**config.mk**
```make
export PLATFORM = sky130hd
export DESIGN_NAME = bist_sequencer_flat
export DESIGN_NICKNAME = d
export VERILOG_FILES = /design/src/rtl/bist_sequencer_if.sv /design/src/rtl/bist_sequencer.sv /design/src/flat_wrapper.sv
export SDC_FILE = /design/constraint.sdc
export NUM_CORES = 1
export LEC_CHECK = 0
export ABC_CLOCK_PERIOD_IN_PS = 2970
export CAP_MARGIN = 20
export CORE_MARGIN = 8
export CORE_UTILIZATION = 52
export DETAILED_ROUTE_END_ITERATION = 8
export GPL_ROUTABILITY_DRIVEN = 0
export PLACE_DENSITY_LB_ADDON = 0.1
export SLEW_MARGIN = 20
export SYNTH_ARGS = -nofsm -noshare
export SYNTH_HDL_FRONTEND = slang
export SYNTH_SLANG_ARGS = --single-unit
```
**constraint.sdc**
```tcl
create_clock -name clk -period 2.97 [get_ports clk]
set_input_delay 0.7425 -clock clk [delete_from_list [all_inputs] [get_ports clk]]
set_output_delay 0.7425 -clock clk [all_outputs]
set_load 0.02 [all_outputs]
```
**src/rtl/bist_sequencer_if.sv**
```systemverilog
// Handshake bundle between the BIST controller and the sequencer.
// The controller (master) drives the run request and the MISR contents.
// The sequencer (slave) returns the datapath enables and the test status.
interface bist_sequencer_if #(
  parameter int SIG_WIDTH    = 16,
  parameter int NUM_PATTERNS = 2000
);
  localparam int CNT_W = $clog2(NUM_PATTERNS + 1);

  logic                 bistmode;
  logic [SIG_WIDTH-1:0] misr_sig;
  logic                 cut_scanmode;
  logic                 lfsr_en;
  logic                 misr_en;
  logic                 misr_clear;
  logic                 bist_busy;
  logic [CNT_W-1:0]     pattern_cnt;
  logic                 bistdone;
  logic                 bistpass;

  modport master (
    output bistmode, misr_sig,
    input  cut_scanmode, lfsr_en, misr_en, misr_clear,
    input  bist_busy, pattern_cnt, bistdone, bistpass
  );

  modport slave (
    input  bistmode, misr_sig,
    output cut_scanmode, lfsr_en, misr_en, misr_clear,
    output bist_busy, pattern_cnt, bistdone, bistpass
  );
endinterface

```
**src/rtl/bist_sequencer.sv**
```systemverilog
// Scan-BIST sequencer: seeds the LFSR, shifts and captures NUM_PATTERNS
// patterns through the scan chains, unloads the last capture into the MISR,
// compares the signature and reports pass/fail.
// Every output comes straight from a flop: each output register is loaded
// from the decode of the next state, so it always matches the current state.
module bist_sequencer #(
  parameter int                   CHAIN_LEN    = 57,
  parameter int                   NUM_PATTERNS = 2000,
  parameter int                   SEED_CYCLES  = 16,
  parameter int                   SIG_WIDTH    = 16,
  parameter logic [SIG_WIDTH-1:0] GOLDEN_SIG   = 16'h5555
) (
  input logic             clk,
  input logic             rst,
  bist_sequencer_if.slave bus
);
  localparam int CNT_W   = $clog2(NUM_PATTERNS + 1);
  localparam int CYC_MAX = (SEED_CYCLES > CHAIN_LEN) ? SEED_CYCLES : CHAIN_LEN;
  localparam int CYC_W   = $clog2(CYC_MAX + 1);

  typedef enum logic [2:0] {
    IDLE    = 3'd0,
    SEED    = 3'd1,
    SHIFT   = 3'd2,
    CAPTURE = 3'd3,
    FLUSH   = 3'd4,
    COMPARE = 3'd5,
    DONE    = 3'd6
  } state_t;

  state_t           state_r, state_nx;
  logic [CYC_W-1:0] cyc_r, cyc_nx;      // seed / shift cycle counter
  logic [CNT_W-1:0] pcnt_r, pcnt_nx;    // captures completed
  logic [CNT_W-1:0] pcnt_inc_s;
  logic             pass_r, pass_nx;

  logic scan_r, lfsr_r, men_r, clr_r, busy_r, done_r;
  logic scan_nx, lfsr_nx, men_nx, clr_nx, busy_nx, done_nx;

  // Saturating increment so pattern_cnt never wraps past NUM_PATTERNS.
  assign pcnt_inc_s = (pcnt_r == CNT_W'(NUM_PATTERNS)) ? pcnt_r : pcnt_r + CNT_W'(1);

  // Next-state, counter and pass-flag logic; abort overrides everything.
  always_comb begin
    state_nx = state_r;
    cyc_nx   = cyc_r;
    pcnt_nx  = pcnt_r;
    pass_nx  = pass_r;
    case (state_r)
      IDLE: begin
        if (bus.bistmode) begin
          state_nx = SEED;
          cyc_nx   = CYC_W'(0);
          pcnt_nx  = CNT_W'(0);
          pass_nx  = 1'b0;
        end else begin
          state_nx = IDLE;
        end
      end
      SEED: begin
        if (cyc_r == CYC_W'(SEED_CYCLES - 1)) begin
          state_nx = SHIFT;
          cyc_nx   = CYC_W'(0);
        end else begin
          cyc_nx = cyc_r + CYC_W'(1);
        end
      end
      SHIFT: begin
        if (cyc_r == CYC_W'(CHAIN_LEN - 1)) begin
          state_nx = CAPTURE;
          cyc_nx   = CYC_W'(0);
        end else begin
          cyc_nx = cyc_r + CYC_W'(1);
        end
      end
      CAPTURE: begin
        pcnt_nx = pcnt_inc_s;
        cyc_nx  = CYC_W'(0);
        if (pcnt_inc_s == CNT_W'(NUM_PATTERNS)) begin
          state_nx = FLUSH;
        end else begin
          state_nx = SHIFT;
        end
      end
      FLUSH: begin
        if (cyc_r == CYC_W'(CHAIN_LEN - 1)) begin
          state_nx = COMPARE;
          cyc_nx   = CYC_W'(0);
        end else begin
          cyc_nx = cyc_r + CYC_W'(1);
        end
      end
      COMPARE: begin
        // misr_sig here already includes the last FLUSH shift.
        pass_nx  = (bus.misr_sig == GOLDEN_SIG);
        state_nx = DONE;
      end
      DONE: begin
        state_nx = DONE;
      end
      default: begin
        state_nx = IDLE;
      end
    endcase
    // Dropping bistmode anywhere outside IDLE abandons the run without a result.
    if (!bus.bistmode && (state_r != IDLE)) begin
      state_nx = IDLE;
      cyc_nx   = CYC_W'(0);
      pcnt_nx  = CNT_W'(0);
      pass_nx  = 1'b0;
    end else begin
      pass_nx = pass_nx;
    end
  end

  // Output decode of the upcoming state, loaded into the output flops.
  always_comb begin
    scan_nx = 1'b0;
    lfsr_nx = 1'b0;
    men_nx  = 1'b0;
    clr_nx  = 1'b0;
    done_nx = 1'b0;
    busy_nx = (state_nx != IDLE) && (state_nx != DONE);
    case (state_nx)
      SEED: begin
        lfsr_nx = 1'b1;
        clr_nx  = 1'b1;
      end
      SHIFT: begin
        scan_nx = 1'b1;
        lfsr_nx = 1'b1;
        // Nothing valid is in the chains before the first capture.
        men_nx  = (pcnt_nx != CNT_W'(0));
      end
      FLUSH: begin
        scan_nx = 1'b1;
        lfsr_nx = 1'b1;
        men_nx  = 1'b1;
      end
      DONE: begin
        done_nx = 1'b1;
      end
      default: begin
        done_nx = 1'b0;
      end
    endcase
  end

  // State, counters and output flops; reset forces everything to zero at once.
  always_ff @(posedge clk or posedge rst) begin
    if (rst) begin
      state_r <= IDLE;
      cyc_r   <= CYC_W'(0);
      pcnt_r  <= CNT_W'(0);
      pass_r  <= 1'b0;
      scan_r  <= 1'b0;
      lfsr_r  <= 1'b0;
      men_r   <= 1'b0;
      clr_r   <= 1'b0;
      busy_r  <= 1'b0;
      done_r  <= 1'b0;
    end else begin
      state_r <= state_nx;
      cyc_r   <= cyc_nx;
      pcnt_r  <= pcnt_nx;
      pass_r  <= pass_nx;
      scan_r  <= scan_nx;
      lfsr_r  <= lfsr_nx;
      men_r   <= men_nx;
      clr_r   <= clr_nx;
      busy_r  <= busy_nx;
      done_r  <= done_nx;
    end
  end

  assign bus.cut_scanmode = scan_r;
  assign bus.lfsr_en      = lfsr_r;
  assign bus.misr_en      = men_r;
  assign bus.misr_clear   = clr_r;
  assign bus.bist_busy    = busy_r;
  assign bus.pattern_cnt  = pcnt_r;
  assign bus.bistdone     = done_r;
  assign bus.bistpass     = pass_r;
endmodule

```
**src/flat_wrapper.sv**
```systemverilog
// flat-port wrapper written by rule: the top's interface ports become plain ports
module bist_sequencer_flat 
#(
  parameter int                   CHAIN_LEN    = 57,
  parameter int                   NUM_PATTERNS = 2000,
  parameter int                   SEED_CYCLES  = 16,
  parameter int                   SIG_WIDTH    = 16,
  parameter logic [SIG_WIDTH-1:0] GOLDEN_SIG   = 16'h5555
)
  (clk, rst, bus_bistmode, bus_misr_sig, bus_cut_scanmode, bus_lfsr_en, bus_misr_en, bus_misr_clear, bus_bist_busy, bus_pattern_cnt, bus_bistdone, bus_bistpass);
  bist_sequencer_if #(.SIG_WIDTH(SIG_WIDTH), .NUM_PATTERNS(NUM_PATTERNS)) bus_i ();
  input logic clk;
  input logic rst;
  input wire logic [$bits(bus_i.bistmode)-1:0] bus_bistmode;
  input wire logic [$bits(bus_i.misr_sig)-1:0] bus_misr_sig;
  output wire logic [$bits(bus_i.cut_scanmode)-1:0] bus_cut_scanmode;
  output wire logic [$bits(bus_i.lfsr_en)-1:0] bus_lfsr_en;
  output wire logic [$bits(bus_i.misr_en)-1:0] bus_misr_en;
  output wire logic [$bits(bus_i.misr_clear)-1:0] bus_misr_clear;
  output wire logic [$bits(bus_i.bist_busy)-1:0] bus_bist_busy;
  output wire logic [$bits(bus_i.pattern_cnt)-1:0] bus_pattern_cnt;
  output wire logic [$bits(bus_i.bistdone)-1:0] bus_bistdone;
  output wire logic [$bits(bus_i.bistpass)-1:0] bus_bistpass;
  assign bus_i.bistmode = bus_bistmode;
  assign bus_i.misr_sig = bus_misr_sig;
  assign bus_cut_scanmode = bus_i.cut_scanmode;
  assign bus_lfsr_en = bus_i.lfsr_en;
  assign bus_misr_en = bus_i.misr_en;
  assign bus_misr_clear = bus_i.misr_clear;
  assign bus_bist_busy = bus_i.bist_busy;
  assign bus_pattern_cnt = bus_i.pattern_cnt;
  assign bus_bistdone = bus_i.bistdone;
  assign bus_bistpass = bus_i.bistpass;
  bist_sequencer #(.CHAIN_LEN(CHAIN_LEN), .NUM_PATTERNS(NUM_PATTERNS), .SEED_CYCLES(SEED_CYCLES), .SIG_WIDTH(SIG_WIDTH), .GOLDEN_SIG(GOLDEN_SIG)) u_core (.clk(clk), .rst(rst), .bus(bus_i));
endmodule
```
## Word level (Yosys, flattened, before mapping)

Cells that the tools add are included.

- Bits of input ports: 19
- Output and inout port bits: 18
- Flip-flop bits (word level): 27
- Word-level logic and storage cells: 68

- Add/sub/neg operators: 2
- Reduce and logical (&&, ||, !) cells: 15
- Multiplexer cells: 24
- Equal/unequal tests: 17

Operators by type and width:

| kind | count |
|---|---|
| 2-to-1 mux 11 bit | 3 |
| 2-to-1 mux 6 bit | 4 |
| one-hot mux 6 bit (4 select lines) | 1 |
| == test 11 bit (second input constant) | 2 |
| one-hot mux 11 bit (2 select lines) | 1 |
| one-hot mux 3 bit (6 select lines) | 1 |
| == test 16 x 15 -> 1 bit (second input constant) | 1 |
| == test 3 bit (second input constant) | 5 |
| 2-to-1 mux 3 bit | 5 |
| adder 11 x 1 -> 11 bit (second input constant) | 1 |
| nonzero test 11 bit | 1 |
| == test 3 x 2 -> 1 bit (second input constant) | 3 |
| nonzero test 3 bit | 3 |
| 2-to-1 mux 1 bit | 7 |
| adder 6 x 1 -> 6 bit (second input constant) | 1 |
| == test 3 x 1 -> 1 bit (second input constant) | 2 |
| == test 6 x 4 -> 1 bit (second input constant) | 1 |
| == test 6 bit (second input constant) | 1 |
| OR reduction 2 bit | 3 |
| nonzero test 5 bit | 1 |
| one-hot mux 1 bit (2 select lines) | 2 |
| AND reduction 2 bit | 2 |
| logical NOT 3 bit | 1 |
| inequality test 3 x 2 -> 1 bit (second input constant) | 1 |
| other kinds (4) | 5 |

## Depth between registers and ports, before layout

- Word-level depth: 9
- Mapped depth: 9
- Gate-level depth less buffers: 8

## Worst setup path after synthesis

OpenSTA, ideal clock, no wires.

- Path type: in2reg
- From: input bus_bistmode
- To: register u_core.men_r (netlist: u_core.bus.misr_en)
- Data arrival time: 2.167 ns
- Setup time: 0.144 ns
- Path buffers: 0
- Required time: 2.826 ns
- Stages: 6
- Setup slack: 0.658 ns
- Cell sequence: or4b_4 nand2_4 a311oi_4 or3_1 nor4b_2 o2111ai_1

- Word-level cells in the longest chain between the ends: 5
- Elaborated cells on any way between the ends: 12
- Classes of those cells: eq/ne: 2; mux: 7; reduce/logical: 3

RTL lines:

| what | line | text |
|---|---|---|
| start: declaration | flat_wrapper.sv:14 | `input wire logic [$bits(bus_i.bistmode)-1:0] bus_bistmode;` |
| 2-to-1 mux 11 bit / logical NOT 1 bit (equally long branches) | bist_sequencer.sv:51, bist_sequencer.sv:106 |  |
| one-hot mux 11 bit (2 select lines) / logical AND 1 bit (equally long branches) | bist_sequencer.sv:49, bist_sequencer.sv:106 |  |
| 2-to-1 mux 11 bit (*) | bist_sequencer.sv:106 | `if (!bus.bistmode && (state_r != IDLE)) begin` |
| net u_core.pcnt_nx[6] | bist_sequencer.sv:33 | `logic [CNT_W-1:0] pcnt_r, pcnt_nx;` |
| nonzero test 11 bit (*) | bist_sequencer.sv:133 | `men_nx = (pcnt_nx != CNT_W'(0));` |
| one-hot mux 1 bit (2 select lines) (*) | bist_sequencer.sv:124 | `case (state_nx)` |
| net u_core.men_nx | bist_sequencer.sv:38 | `logic scan_nx, lfsr_nx, men_nx, clr_nx, busy_nx, done_nx;` |
| end signal: assignment | bist_sequencer.sv:169 | `men_r <= men_nx;` |
| end: declaration | bist_sequencer.sv:37 | `logic scan_r, lfsr_r, men_r, clr_r, busy_r, done_r;` |

Mark *: on every way through the listed nets, which the timed path passes. The rest lies on a longest branch.
A chain may end at the register's enable or synchronous reset.

## Worst setup path in the final report

- From: input bus_bistmode
- To: register u_core.men_r (netlist: u_core.bus.misr_en)

- Word-level cells in the longest chain between the ends: 5
- Elaborated cells on any way between the ends: 12
- Classes of those cells: eq/ne: 2; mux: 7; reduce/logical: 3

RTL lines:

| what | line | text |
|---|---|---|
| 2-to-1 mux 1 bit, or another cell as far along | bist_sequencer.sv:51 | `if (bus.bistmode) begin` |
| one-hot mux 3 bit (6 select lines), or another cell as far along | bist_sequencer.sv:49 | `case (state_r)` |
| 2-to-1 mux 3 bit / 2-to-1 mux 11 bit (equally long branches) | bist_sequencer.sv:106 |  |
| == test 3 bit, or another cell as far along | bist_sequencer.sv:124 |  |
| one-hot mux 1 bit (2 select lines) (*) | bist_sequencer.sv:124 |  |
| net u_core.men_nx | bist_sequencer.sv:38 |  |

Marks and branches as above.

==> metrics.yaml <==
status:
  outcome: "complete, no violations"
finish:
  drive_above_1_share_pct: 7.229
  syn2layout_area_growth_pct: 22.30
  finish.utilization_pct: 64.23
  stdcell_count: 297
  largest_reg_flops: 11
  nFillCells: 314
  final_common_cell: "clkdlybuf4s50_1"
  diodes: 0
  nNetsFinal: 273
  multi_input_area_um2: 1097
  mostFrequentLayoutCells: "clkdlybuf4s50_1 (36), dfrtp_1 (27), o21ai_0 (19)"
  seqCellArea_um2: 675.6
worst_setup_path:
  cp-end-kind: "register"
  regToRegEndpoint: "u_core.state_r[1]"
  critPathRequiredTime_ns: 3.17
  reg2reg_depth: 8
  startpoint_type: "input pin"
  worstPathArrival_ns: 2.78
  crit_fanout: 4
  r2r_slack_ns: 0.48
  rr_startpoint: "u_core.bus.pattern_cnt[0]"
  critPathKind: "input pin to register"
routing:
  wl_met1_mm: 2.132
  wl_met2_mm: 2.169
  vias: 1759
  antenna_left: 0
  drt-pass1-iter-count: 5
  wl_mm: 4.660
  drc: 0
  via_per_inst: 5.923
  wl_per_cell_um: 15.69
  drt_iter0_drc: 162
  top_layer: "met4"
  met3WireLength_um: 316
timing:
  fmax_ghz: 0.3882
  finalMaxSlewViolations: 0
  tightest_slew_ns: 0.8176
  setup_violations: 0
  period_needed_ns: 2.576
  rsz0062_at_grt: "false"
  fin_skew_ns: 0.009336
  period_share_pct: 86.75
  final-hold-violation-count: 0
  slew_headroom_pct: 44.80
  tns_ns: 0
placement:
  place_inst: 293
  io_buffers: 36
  dp_hpwl_mm: 3.497
floorplan:
  core_area_um2: 3578
  die_area_um2: 5793
  initial_core_util_pct: 52.52
  core.rowCount: 22
  io_pins: 37
  die-width_um: 76.12
  die_y_um: 76.12
worst_hold_path:
  hp-start: "u_core.cyc_r[0]"
  holdPathEnd: "u_core.cyc_r[0]"
  hold_class: "register to register"
  holdPathStages: 1
synth:
  synth_area_um2: 1879
  synth_edf_count: 0
  async_reset_ff_share_pct: 100.0
  syn_area_per_cell_um2: 8.660
  synth_ff_type: "dfrtp_1"
  yosys_warnings: 0
  ys_seq_area_share_pct: 35.95
  syn-num-nets: 240
  ys_seq_elements: 27
  postSynthCellCount: 217
  ys_types: 60
clocking:
  htreeDepth: 1
  cts_sinks: 27
  holdBufCountCts: 0
  cts_root_buf: "clkbuf_4"
  cts.repair.resized: 0
  clk_path_buf_depth: 2
  cts_tree: "built"
  postCtsSetupBuffers: 0
  numCtsBuffers: 3
  cts.reportedPaths.clkPinSlew_ns: 0.14
  clock_latency_ns: 0.32
power:
  p_seq_share_pct: 61.9
  switching_share_pct: 24.15
  p_switching_mw: 0.1487
  power_density_nw_per_um2: 267.9
  ir_worst_vdd_mv: 0.1527
  combPwrFrac_pct: 12.6
  p_total_mw: 0.6157
  leakagePower_nw: 0.8905
  p_int_mw: 0.4670
  clkPwrFrac_pct: 25.4
global_route:
  grt_first_pass_wirelength_mm: 8.135
  antenna_found_initial: 0
  grt_use_total_pct: 16.22
  grt_overflow: 0
  grt_max_degree: 28
  grt_pass1_vias: 1817
job:
  cap_viol_max_count: 0
per-stage QoR:
| step | hold slack [ns] | area (um^2) | worst slack (ns) |
|---|---|---|---|
| final | 0.5613 | 2298 | 0.3937 |
| after global routing | 0.5966 | 2298 | 0.3111 |
| after CTS | 0.5665 | 2298 | 0.3951 |
| after detailed placement | 0.5362 | 2272 | 0.03868 |
| after global placement | 0.5184 | 2272 | 0.06684 |
| after floorplan | 0.4971 | 1879 | 0.6583 |
routing by layer:
layer | track usage [%] | vias up
li1 | - | 870
met1 | 20.04 | 815
met2 | 25.96 | 69
met3 | 4.717 | 5
met4 | 6.154 | 0
met5 | 0 | -
cell usage after synthesis (2+ instances only):
| library cell | instances | area share, % |
|---|---|---|
| nand4b_1 | 2 | 0.93 |
| o32ai_1 | 2 | 0.93 |
| o211a_1 | 2 | 1.1 |
| nand3b_1 | 3 | 1.2 |
| nor3_1 | 4 | 1.1 |
| dfrtp_1 | 27 | 36 |
| ha_1 | 4 | 2.7 |
| o211ai_1 | 2 | 0.80 |
| nand4bb_1 | 2 | 1.2 |
| nand2b_1 | 4 | 1.3 |
| or3_1 | 2 | 0.67 |
| a311oi_1 | 2 | 0.93 |
| a21boi_0 | 2 | 0.80 |
| xor2_1 | 2 | 0.93 |
| buf_2 | 5 | 1.3 |
| nor2_1 | 16 | 3.2 |
| clkbuf_2 | 2 | 0.53 |
| o41ai_1 | 2 | 0.93 |
| nand2_1 | 15 | 3.0 |
| xnor2_1 | 3 | 1.4 |
| o31ai_1 | 3 | 1.2 |
| o311ai_0 | 2 | 0.93 |
| nor2b_1 | 4 | 1.3 |
| a211oi_1 | 2 | 0.80 |
| and2_1 | 3 | 1.0 |
| clkbuf_1 | 5 | 1.0 |
| and3_1 | 4 | 1.3 |
| nand3_1 | 10 | 2.7 |
| nand4_1 | 6 | 2.0 |
| a21o_1 | 3 | 1.2 |
| a21oi_1 | 15 | 4.0 |
| o21ai_0 | 19 | 5.1 |
| inv_1 | 11 | 2.2 |
power by group through the flow:
| stage | Sequential [mW] | Clock, mW | Combinational, mW |
|---|---|---|---|
| 2_1_floorplan | 0.388 | 0 | 0.0382 |
| 3_3_place_gp | 0.388 | 0 | 0.0770 |
| 4_1_cts | 0.382 | 0.164 | 0.0791 |
| 5_1_grt | 0.383 | 0.181 | 0.0873 |
| 3_5_place_dp | 0.389 | 0 | 0.0789 |
| 6_report | 0.381 | 0.157 | 0.0777 |
cell type report:
| type | count | share of cell area (%) |
|---|---|---|
| multi-input combinational | 166 | 47.74 |
| inverter | 11 | 1.796 |
| timing repair buffer | 41 | 17.31 |
| clock buffer | 4 | 1.143 |
| tap | 48 | 2.613 |
| sequential | 27 | 29.40 |
worst max-delay path by stage:
stage          slack (ns)            endpoint    startpoint
2_1_floorplan        0.66  u_core.bus.misr_en  bus_bistmode
3_3_place_gp         0.07  u_core.bus.misr_en  bus_bistmode
3_5_place_dp         0.04  u_core.bus.misr_en  bus_bistmode
4_1_cts              0.40  u_core.bus.misr_en  bus_bistmode
5_1_grt              0.31  u_core.bus.misr_en  bus_bistmode
6_report             0.39  u_core.bus.misr_en  bus_bistmode
critical path, stage by stage:
cell and delay (ns):
clkdlybuf4s50_1 0.48, or4b_4 0.51, and2_4 0.20, a221oi_1 0.36, a21oi_1 0.14, nor4b_2 0.23, o2111ai_1 0.12
cells by family (layout without fill, tap and decap cells):
family / count (synthesis) / after routing / share of synthesized area (%)
xor+xnor: 5 / 5 / 2.331
compound gates: 70 / 70 / 25.83
flops: 27 / 27 / 35.95
simple gates: 86 / 86 / 27.03
fa+ha+maj: 5 / 5 / 3.196
buf+inv: 24 / 56 / 5.659
Note: power is estimated with default switching activity, not from simulation.
